`src/rtl/gcm_ingress_parser.sv`:
```
`default_nettype none
// ============================================================================
// Module      : gcm_ingress_parser
// Description : GCM front-end frame parser. Latches LEN/KEY/IV as sideband
//               config and forwards AAD/payload beats through an output slice.
// Revision    : 1.0 - initial release
// ============================================================================
module gcm_ingress_parser #(
    parameter int DATA_WIDTH = 128,
    parameter int KEY_BEATS  = 2,
    parameter int CNT_W      = 32
) (
    input  logic                      s_clk,
    input  logic                      s_areset,
    input  logic [DATA_WIDTH-1:0]     s_axis_tdata,
    input  logic                      s_axis_tvalid,
    input  logic                      s_axis_tlast,
    output logic                      s_axis_tready,
    output logic [DATA_WIDTH-1:0]     m_axis_tdata,
    output logic [DATA_WIDTH/8-1:0]   m_axis_tkeep,
    output logic [1:0]                m_axis_tuser,
    output logic                      m_axis_tvalid,
    output logic                      m_axis_tlast,
    input  logic                      m_axis_tready,
    output logic [KEY_BEATS*128-1:0]  key_out,
    output logic [95:0]               iv_out,
    output logic [63:0]               aad_bitlen,
    output logic [63:0]               pt_bitlen,
    output logic                      cfg_valid,
    output logic                      frame_done,
    output logic                      err_tlast
);

    localparam int c_KEEP_W = DATA_WIDTH / 8;
    localparam int c_KEY_W  = KEY_BEATS * 128;
    localparam logic [CNT_W-1:0] c_ONE = CNT_W'(1);
    localparam logic [CNT_W-1:0] c_KEY_LAST = CNT_W'(KEY_BEATS - 1);

    typedef enum logic [2:0] {
        ST_LEN = 3'd0,
        ST_KEY = 3'd1,
        ST_AAD = 3'd2,
        ST_IV  = 3'd3,
        ST_PAY = 3'd4
    } state_t;

    state_t                  r_state;
    state_t                  w_state_nxt;
    logic [CNT_W-1:0]        r_cnt;
    logic [CNT_W-1:0]        w_cnt_nxt;
    logic [CNT_W-1:0]        r_aad_beats;
    logic [CNT_W-1:0]        r_pay_beats;
    logic [63:0]             r_aad_bitlen;
    logic [63:0]             r_pt_bitlen;
    logic [c_KEY_W-1:0]      r_key;
    logic [c_KEY_W-1:0]      w_key_shift;
    logic [95:0]             r_iv;
    logic                    r_cfg_valid;
    logic                    r_frame_done;
    logic                    r_err_tlast;
    logic [DATA_WIDTH-1:0]   r_m_tdata;
    logic [c_KEEP_W-1:0]     r_m_tkeep;
    logic [1:0]              r_m_tuser;
    logic                    r_m_tvalid;
    logic                    r_m_tlast;

    logic                    w_fwd_state;
    logic                    w_out_free;
    logic                    w_tready;
    logic                    w_accept;
    logic                    w_sec_last;
    logic                    w_final;
    logic                    w_early;
    logic                    w_missing;
    logic [6:0]              w_rem;
    logic [4:0]              w_nbytes;
    logic [c_KEEP_W-1:0]     w_keep;
    logic                    w_mlast;
    logic [CNT_W-1:0]        w_len_aad_beats;
    logic [CNT_W-1:0]        w_len_pay_beats;

    assign w_fwd_state = (r_state == ST_AAD) || (r_state == ST_PAY);
    assign w_out_free  = !r_m_tvalid || m_axis_tready;
    // Reset is folded in so the port reads 0 while reset is held.
    assign w_tready    = !s_areset && (w_fwd_state ? w_out_free : 1'b1);
    assign w_accept    = s_axis_tvalid && w_tready;

    // Beat counts are ceil(bitlen/128) on the low CNT_W+7 bits.
    assign w_len_aad_beats = s_axis_tdata[71 +: CNT_W]
                           + {{(CNT_W-1){1'b0}}, |s_axis_tdata[70:64]};
    assign w_len_pay_beats = s_axis_tdata[7 +: CNT_W]
                           + {{(CNT_W-1){1'b0}}, |s_axis_tdata[6:0]};

    generate
        if (KEY_BEATS == 1) begin : g_key_single
            assign w_key_shift = s_axis_tdata[127:0];
        end else begin : g_key_multi
            assign w_key_shift = {r_key[c_KEY_W-129:0], s_axis_tdata[127:0]};
        end
    endgenerate

    always_ff @(posedge s_clk or posedge s_areset) begin
        if (s_areset) begin
            r_state <= ST_LEN;
            r_cnt   <= '0;
        end else begin
            r_state <= w_state_nxt;
            r_cnt   <= w_cnt_nxt;
        end
    end

    always_comb begin
        w_state_nxt = r_state;
        w_cnt_nxt   = r_cnt;
        w_sec_last  = 1'b0;
        w_keep      = '1;
        w_mlast     = 1'b0;
        w_rem       = (r_state == ST_AAD) ? r_aad_bitlen[6:0] : r_pt_bitlen[6:0];
        w_nbytes    = {1'b0, w_rem[6:3]} + {4'b0, |w_rem[2:0]};

        case (r_state)
            ST_LEN:  w_sec_last = 1'b1;
            ST_KEY:  w_sec_last = (r_cnt == c_KEY_LAST);
            ST_AAD:  w_sec_last = (r_cnt == r_aad_beats - c_ONE);
            ST_IV:   w_sec_last = 1'b1;
            ST_PAY:  w_sec_last = (r_cnt == r_pay_beats - c_ONE);
            default: w_sec_last = 1'b0;
        endcase

        w_final   = ((r_state == ST_IV) && (r_pay_beats == '0))
                 || ((r_state == ST_PAY) && w_sec_last);
        w_early   = w_accept && s_axis_tlast && !w_final;
        w_missing = w_accept && !s_axis_tlast && w_final;

        if (w_sec_last && (w_rem != 7'd0)) begin
            w_keep = ~({c_KEEP_W{1'b1}} >> w_nbytes);
        end
        w_mlast = w_early
               || ((r_state == ST_PAY) && w_sec_last)
               || ((r_state == ST_AAD) && w_sec_last && (r_pay_beats == '0));

        if (w_accept) begin
            w_cnt_nxt = w_sec_last ? '0 : r_cnt + c_ONE;
            case (r_state)
                ST_LEN:  w_state_nxt = ST_KEY;
                ST_KEY:  if (w_sec_last) w_state_nxt = (r_aad_beats != '0) ? ST_AAD : ST_IV;
                ST_AAD:  if (w_sec_last) w_state_nxt = ST_IV;
                ST_IV:   w_state_nxt = (r_pay_beats != '0) ? ST_PAY : ST_LEN;
                ST_PAY:  if (w_sec_last) w_state_nxt = ST_LEN;
                default: w_state_nxt = ST_LEN;
            endcase
            if (w_early) begin
                w_state_nxt = ST_LEN;
                w_cnt_nxt   = '0;
            end
        end
    end

    always_ff @(posedge s_clk or posedge s_areset) begin
        if (s_areset) begin
            r_aad_beats  <= '0;
            r_pay_beats  <= '0;
            r_aad_bitlen <= '0;
            r_pt_bitlen  <= '0;
            r_key        <= '0;
            r_iv         <= '0;
            r_cfg_valid  <= 1'b0;
            r_frame_done <= 1'b0;
            r_err_tlast  <= 1'b0;
            r_m_tdata    <= '0;
            r_m_tkeep    <= '0;
            r_m_tuser    <= '0;
            r_m_tvalid   <= 1'b0;
            r_m_tlast    <= 1'b0;
        end else begin
            r_frame_done <= w_accept && w_final;
            r_err_tlast  <= w_early || w_missing;

            if (w_accept) begin
                case (r_state)
                    ST_LEN: begin
                        r_aad_bitlen <= s_axis_tdata[127:64];
                        r_pt_bitlen  <= s_axis_tdata[63:0];
                        r_aad_beats  <= w_len_aad_beats;
                        r_pay_beats  <= w_len_pay_beats;
                        r_cfg_valid  <= 1'b0;
                    end
                    ST_KEY:  r_key <= w_key_shift;
                    ST_IV: begin
                        r_iv        <= s_axis_tdata[95:0];
                        r_cfg_valid <= 1'b1;
                    end
                    default: ;
                endcase
                if (w_early) begin
                    r_cfg_valid <= 1'b0;
                end
            end

            // Slice only reloads when it is empty or draining this cycle.
            if (w_accept && w_fwd_state) begin
                r_m_tdata  <= s_axis_tdata;
                r_m_tkeep  <= w_keep;
                r_m_tuser  <= (r_state == ST_AAD) ? 2'b01 : 2'b10;
                r_m_tlast  <= w_mlast;
                r_m_tvalid <= 1'b1;
            end else if (m_axis_tready) begin
                r_m_tvalid <= 1'b0;
            end
        end
    end

    assign s_axis_tready = w_tready;
    assign m_axis_tdata  = r_m_tdata;
    assign m_axis_tkeep  = r_m_tkeep;
    assign m_axis_tuser  = r_m_tuser;
    assign m_axis_tvalid = r_m_tvalid;
    assign m_axis_tlast  = r_m_tlast;
    assign key_out       = r_key;
    assign iv_out        = r_iv;
    assign aad_bitlen    = r_aad_bitlen;
    assign pt_bitlen     = r_pt_bitlen;
    assign cfg_valid     = r_cfg_valid;
    assign frame_done    = r_frame_done;
    assign err_tlast     = r_err_tlast;

endmodule
`default_nettype wire

```
`config.mk`:
```
export PLATFORM = sky130hd
export DESIGN_NAME = gcm_ingress_parser
export DESIGN_NICKNAME = d
export VERILOG_FILES = /design/src/rtl/gcm_ingress_parser.sv
export SDC_FILE = /design/constraint.sdc
export NUM_CORES = 2
export LEC_CHECK = 0
export CAP_MARGIN = 20
export CORE_AREA = 2 2 301 303
export CTS_CLUSTER_SIZE = 8
export DETAILED_ROUTE_END_ITERATION = 6
export DIE_AREA = 0 0 303 305
export MAX_ROUTING_LAYER = met4
export SLEW_MARGIN = 10
export SYNTH_ARGS = -nofsm -noshare
export SYNTH_HDL_FRONTEND = slang
export SYNTH_SLANG_ARGS = --single-unit
export TNS_END_PERCENT = 50
```
`constraint.sdc`:
```
create_clock -name s_clk -period 26.2 [get_ports s_clk]
set_input_delay 5.24 -clock s_clk [delete_from_list [all_inputs] [get_ports s_clk]]
set_output_delay 5.24 -clock s_clk [all_outputs]
set_load 0.05 [all_outputs]
```
; ---- Word-level counts from Yosys, hierarchy flattened
; Cells that the tools add are included.
[op_classes]
n_addsub = 6
n_mul = 0
div = 0
order_cmp = 0
eq_ne = 10
shift = 1
mux = 18
n_bitwise = 1
n_reduce_logical = 39
[op_table]
columns = cell, n
row1 = $add A32 B1 Y32, 2
row2 = $eq A32 B32 Y1, 2
row3 = $mux W32, 2
row4 = $reduce_bool A32 Y1, 2
row5 = $sub A32 B1 Y32 const B, 2
row6 = $add A32 B1 Y32 const B, 1
row7 = $eq A32 B1 Y1 const B, 1
row8 = $logic_not A32 Y1, 1
row9 = $mux W16, 1
row10 = $not A16 Y16, 1
row11 = $shr A16 B5 Y16 const A, 1
row12 = $mux W3, 5
row13 = $pmux W3 S5, 1
row14 = $reduce_or A7 Y1, 2
row15 = $logic_and A1 B1 Y1, 13
row16 = $ne A3 B3 Y1 const B, 3
row17 = $reduce_and A2 Y1, 4
row18 = $mux W7, 1
row19 = $reduce_bool A7 Y1, 1
row20 = $eq A3 B2 Y1 const B, 2
row21 = $logic_or A1 B1 Y1, 6
row22 = $add A4 B1 Y5, 1
row23 = $mux W1, 5
row24 = $logic_not A1 Y1, 4
row25 = 11 further kinds, 11
[word_totals]
register_bits = 730
latchBits = 0
ram_bits = 0
mem_bits_ro = 0
inputBits = 133
out_inout_bits = 632
word_cells = 91
memories = 0

; ---- Longest topological paths before layout
[depth]
depth_word = 9
mapped_depth = 20
mapped_depth_nobuf = 14

; ---- Worst setup path after synthesis
; No wires, ideal clock.
[synth_path]
path_kind = input port to flip-flop
startpoint = input s_areset
endpoint = register r_cnt[27]
setup_ps = 137
arrival_ps = 24677
t_required_ps = 26063
setup_slack_ps = 1385
path_stages = 11
path_buffers = 0
cell_sequence = inv_1 -> nand2_1 -> a21oi_1 -> nand4_1 -> nor3_1 -> nand3_1 -> nor2_1 -> nand3_1 -> nor2_1 -> xnor2_1 -> a21oi_1
[synth_via]
elab_chain_cells = 6
[synth_rtl]
columns = element, line_no
row1 = start: declaration, 14  ; input logic s_areset,
row2 = $logic_not A1 Y1 (no source line) *, n/a
row3 = $logic_and A1 B1 Y1 *, 85  ; assign w_tready = !s_areset && (w_fwd_state ? w_out_free : 1'b1);
row4 = $logic_and A1 B1 Y1 *, 86  ; assign w_accept = s_axis_tvalid && w_tready;
row5 = $logic_and A1 B1 Y1 (2 in series), 132  ; w_early = w_accept && s_axis_tlast && !w_final;
row6 = $mux W32, 152  ; if (w_early) begin
row7 = end signal: assignment, 108  ; r_cnt <= w_cnt_nxt;
row8 = end: declaration, 49  ; logic [CNT_W-1:0] r_cnt;
; Every way passes the cells marked *; elsewhere a longest branch is shown, timed or not.
; A chain may end at the register's enable or synchronous reset.

; ---- Worst setup path after layout
[layout_path]
startpoint = input m_axis_tready
endpoint = output s_axis_tready
[layout_via]
elab_chain_cells = 3
[layout_rtl]
columns = element, line_no
row1 = start: declaration, 24  ; input logic m_axis_tready,
row2 = $logic_or A1 B1 Y1, 83  ; assign w_out_free = !r_m_tvalid || m_axis_tready;
row3 = $mux W1, 85
row4 = $logic_and A1 B1 Y1, 85
row5 = end: declaration, 18  ; output logic s_axis_tready,
; No other way between the ends.

==> impl_results.rst <==
.. list-table::
   :header-rows: 1

   * - Metric
     - Value
   * - Count of vias placed by the detailed router
     - roughly 25000
   * - Clock latency on the worst-skew pair
     - 690 ps
   * - Design Area, Final
     - 42900 um2
   * - Required time at the endpoint of the critical path
     - between 20000 and 25000 ps
   * - Basic-gate share of the synthesized area counting and, or, nand and nor cells
     - about 17%
   * - Fraction of post-synthesis cell area in the top cell type by area
     - around three fifths
   * - Total routing resource utilization after global routing
     - between 20% and 30%
   * - Leakage component of the power
     - 19.0 nW
   * - Parity-gate share of the synthesized area counting xor and xnor cells
     - approximately 3.6%
   * - Share of layout cells above drive strength 1
     - 14.6%
   * - Starting Density
     - a little over a third
   * - Die area
     - between 90000 and 100000 um2
   * - Sequential cell area fraction in the yosys report
     - between 50 and 60%
   * - Resized Gates After CTS
     - 0
   * - Relative slew slack
     - roughly 28%
   * - Leading post-synthesis cells by instance count
     - 849 x sky130_fd_sc_hd__nand2_1, 730 x sky130_fd_sc_hd__dfrtp_1, 345 x sky130_fd_sc_hd__mux2_2
   * - Average wire per cell in the routed design
     - 23.7 um
   * - Syn nets
     - between 3000 and 4000
   * - Number of max-capacitance violations reported
     - 0
   * - Final Net Count
     - approximately 3800
   * - Most frequent cell on the critical path
     - sky130_fd_sc_hd__clkdlybuf4s50_1
   * - Final setup skew
     - roughly 31 ps
   * - Die width
     - a little over 300 um
   * - Largest net degree at the start of global routing
     - ~180
   * - Slew @ Worst Pin
     - 1070 ps
   * - Number of flops mapped to enable cells by yosys
     - 0
   * - Vias per inst
     - approximately 5.1
   * - Clock period minus final worst setup slack
     - 12020 ps
   * - Cell with the most instances after synthesis
     - sky130_fd_sc_hd__nand2_1
   * - Violations in the final reports
     - design-rule violations
   * - Antenna violations before repair
     - 9
   * - CTS tree
     - done
   * - Detailed-router iteration count before antenna repair
     - 7
   * - Top cells by area, synth
     - sky130_fd_sc_hd__dfrtp_1 58%, sky130_fd_sc_hd__mux2_2 12%, sky130_fd_sc_hd__nand2_1 10%
   * - Main combinational cell family by area after synthesis
     - simple AND/OR/NAND/NOR gates
   * - Post-synthesis mux area share
     - roughly an eighth
   * - Clock Path Buffers
     - 3
   * - Final number of setup-violating endpoints
     - 0
   * - Multi-input gate area
     - about 12000 um2
   * - Port buffer count
     - around 760
   * - Primary FF master, synth
     - sky130_fd_sc_hd__dfrtp_1
   * - Setup slack after layout
     - approximately 14000 ps
   * - Number of nets with antenna violations after routing
     - 0
   * - Area fraction in compound gates after synthesis
     - approximately 5.0%
   * - Adder and majority cell fraction of the synthesized area
     - less than 1%
   * - Vias in the first global route
     - approximately 25000
   * - Final-layout fill cell count
     - 8239
   * - IR drop worst, VDD
     - approximately 0.00011 V
   * - Synth area leader
     - sky130_fd_sc_hd__dfrtp_1
   * - Area growth syn-to-layout
     - 36.5%
   * - Total number of H-tree levels
     - 3
   * - Global-route wire length before repair
     - ~170 mm
   * - Storage cell area
     - approximately 18000 um2
   * - Startpoint type of the worst setup path
     - primary input
   * - Routability cong.
     - just over 0.9
   * - HP Class
     - reg -> reg
   * - Violation count after the first detailed-routing iteration
     - roughly 1700
   * - Total negative slack
     - 0 ps
   * - CTS clock-pin slew for the worst setup and hold paths
     - about 50 ps
   * - Run status
     - complete, but fails checks
   * - Cell-by-cell trace of the critical path
     - clkdlybuf4s50_1 > nor2b_1 > a21oi_1 > clkdlybuf4s50_1
   * - Highest cell delay on the worst timing path
     - just over 700 ps
   * - Warnings, synthesis
     - 0
   * - Flip-flop and latch count after synthesis
     - 730
   * - Standard-cell row count
     - 110
   * - Power density relative to cell area
     - approximately 160 nW/um2
   * - Classification of the worst setup path
     - in -> out
   * - Placed Instance Area
     - approximately 40000 um2
   * - Share of the clock period used by the worst path after layout
     - a little under half
   * - Number of pins exceeding their max-slew limit in the final report
     - 0
   * - Avg Synthesized Cell Area
     - about 11 um2
   * - Final Hold Violating Endpoints
     - 0
   * - Placeable Area
     - around 89000 um2
   * - Slowest stage cell, crit path
     - sky130_fd_sc_hd__clkdlybuf4s50_1
   * - Number of ports placed on the die boundary
     - roughly 770
   * - HPWL Detailed
     - just over 80 mm
   * - Type of element capturing the critical path
     - primary output
   * - Total Routed Length
     - 115 mm
   * - Maximum frequency from static timing analysis
     - 83.2 MHz
   * - Residual overflow from global routing
     - 0
   * - Number of sinks driven by the clock tree
     - 730
   * - CTS Root Cell
     - sky130_fd_sc_hd__clkbuf_16
   * - CTS Hold Buffers Added
     - 0
   * - Max FO, Critical Path
     - 4
   * - Summed instance area of the synthesized netlist
     - roughly 31000 um2
   * - Synthesized netlist cell count
     - 2937
   * - Vertical die dimension
     - approximately 310 um
   * - Core occupancy in the finished layout
     - around 48%
   * - Pre-CTS worst setup slack
     - ~14000 ps
   * - FFs w/ async S/R, synth
     - 100%
   * - Worst Path Arrival
     - a little under 7000 ps
   * - Post-CTS setup buffer count
     - 0
   * - DRC viols
     - 16
   * - Number of clock buffers inserted by TritonCTS
     - between 100 and 150
   * - Number of unique standard cell types used by synthesis
     - between 70 and 80
   * - RSZ-0062 raised after global routing
     - false
-- cell families after synthesis --
family                     after synthesis
and+or+nand+nor                       1257
adders and majority gates                8
buffers and inverters                  190
muxes                                  375
xor gates and xnor gates               128
AOI/OAI and AO/OA                      249
DFF                                    730
-- path summary, 6_finish.rpt --
| path | from | to | slack, ps | depth (start not counted) |
|---|---|---|---|---|
| hold reg to reg | pt_bitlen[43] | pt_bitlen[43] | 470 | 2 |
| hold / removal | pt_bitlen[43] | pt_bitlen[43] | 470 | 2 |
| setup / recovery | m_axis_tready | s_axis_tready | 14180 | 4 |
| max in group asynchronous | s_areset | key_out[109] | 17900 | 5 |
| setup reg to reg | r_state[2] | m_axis_tkeep[15] | 19090 | 15 |
| min in group asynchronous | s_areset | r_cnt[0] | 5140 | 2 |
-- layer usage --
layer  vias to the layer above  share of wire [%]  GRT usage (%)
met1                     12400                 40           30.2
met2                       728                 50           42.0
met4                         0                3.2           8.50
li1                      11300                  -              -
met3                       178                6.6           6.41
met5                         -                  0              -
-- through the flow --
step / std cells / hold slack [ps] / power (mW)
2_1_floorplan: 2937 / 509 / 4.35
3_3_place_gp: 4730 / 457 / 5.75
3_5_place_dp: 4730 / 461 / 5.78
4_1_cts: 4848 / 474 / 7.00
5_1_grt: 4857 / 487 / 7.25
6_report: 4857 / 470 / 6.95
-- cells in the final DEF (no fill, tap or decap), types with 20 or more instances in the layout --
cell type | synthesis | final
sky130_fd_sc_hd__nand2_1 | 849 | 847
sky130_fd_sc_hd__and3_1 | 33 | 33
sky130_fd_sc_hd__a21oi_1 | 100 | 99
sky130_fd_sc_hd__nor3_1 | 31 | 31
sky130_fd_sc_hd__buf_4 | 0 | 24
sky130_fd_sc_hd__nor2_1 | 138 | 137
sky130_fd_sc_hd__nand3_1 | 63 | 63
sky130_fd_sc_hd__nor4_1 | 21 | 20
sky130_fd_sc_hd__o21ai_0 | 49 | 49
sky130_fd_sc_hd__nand4_1 | 29 | 29
sky130_fd_sc_hd__mux2_2 | 345 | 345
sky130_fd_sc_hd__clkdlybuf4s50_1 | 0 | 764
sky130_fd_sc_hd__mux2i_1 | 29 | 29
sky130_fd_sc_hd__xor2_1 | 76 | 76
sky130_fd_sc_hd__xnor2_1 | 51 | 51
sky130_fd_sc_hd__dfrtp_1 | 730 | 730
sky130_fd_sc_hd__clkbuf_16 | 0 | 102
sky130_fd_sc_hd__a21oi_2 | 20 | 20
-- state kept, by name, summed over array words and instances (netlist names) --
signal and count:
m_axis_tkeep 16, r_aad_beats 32, m_axis_tuser 2, aad_bitlen 64, r_cnt 32, key_out 256
frame_done 1, m_axis_tdata 128, m_axis_tvalid 1, r_state 3, r_pay_beats 32, cfg_valid 1
iv_out 96, m_axis_tlast 1, pt_bitlen 64, err_tlast 1
-- layout make-up --
type	count	share of cell area, %
diodes	7	0.0408
clock buffers	111	6.07
clock inverters	7	0.251
inverters	17	0.166
multi-input cells	2017	29.1
flip-flops and latches	730	42.6
well taps	1176	3.43
repair buffers	792	18.4
-- worst max-delay path, delay by kind of cell --
| family | cells | cell delay (ps) |
|---|---|---|
| buffers and inverters | 2 | 1110 |
| AND/OR/NAND/NOR | 1 | 310 |
| AO/OA/AOI/OAI | 1 | 120 |
-- report_power, final --
group	leakage (nW)	internal, mW	switching (mW)
clock	1.33	0.692	0.490
combinational	8.69	1.21	2.55
sequential	9.03	1.63	0.373
total	19.0	3.53	3.41
No activity file was read; power rests on OpenSTA's default activity.
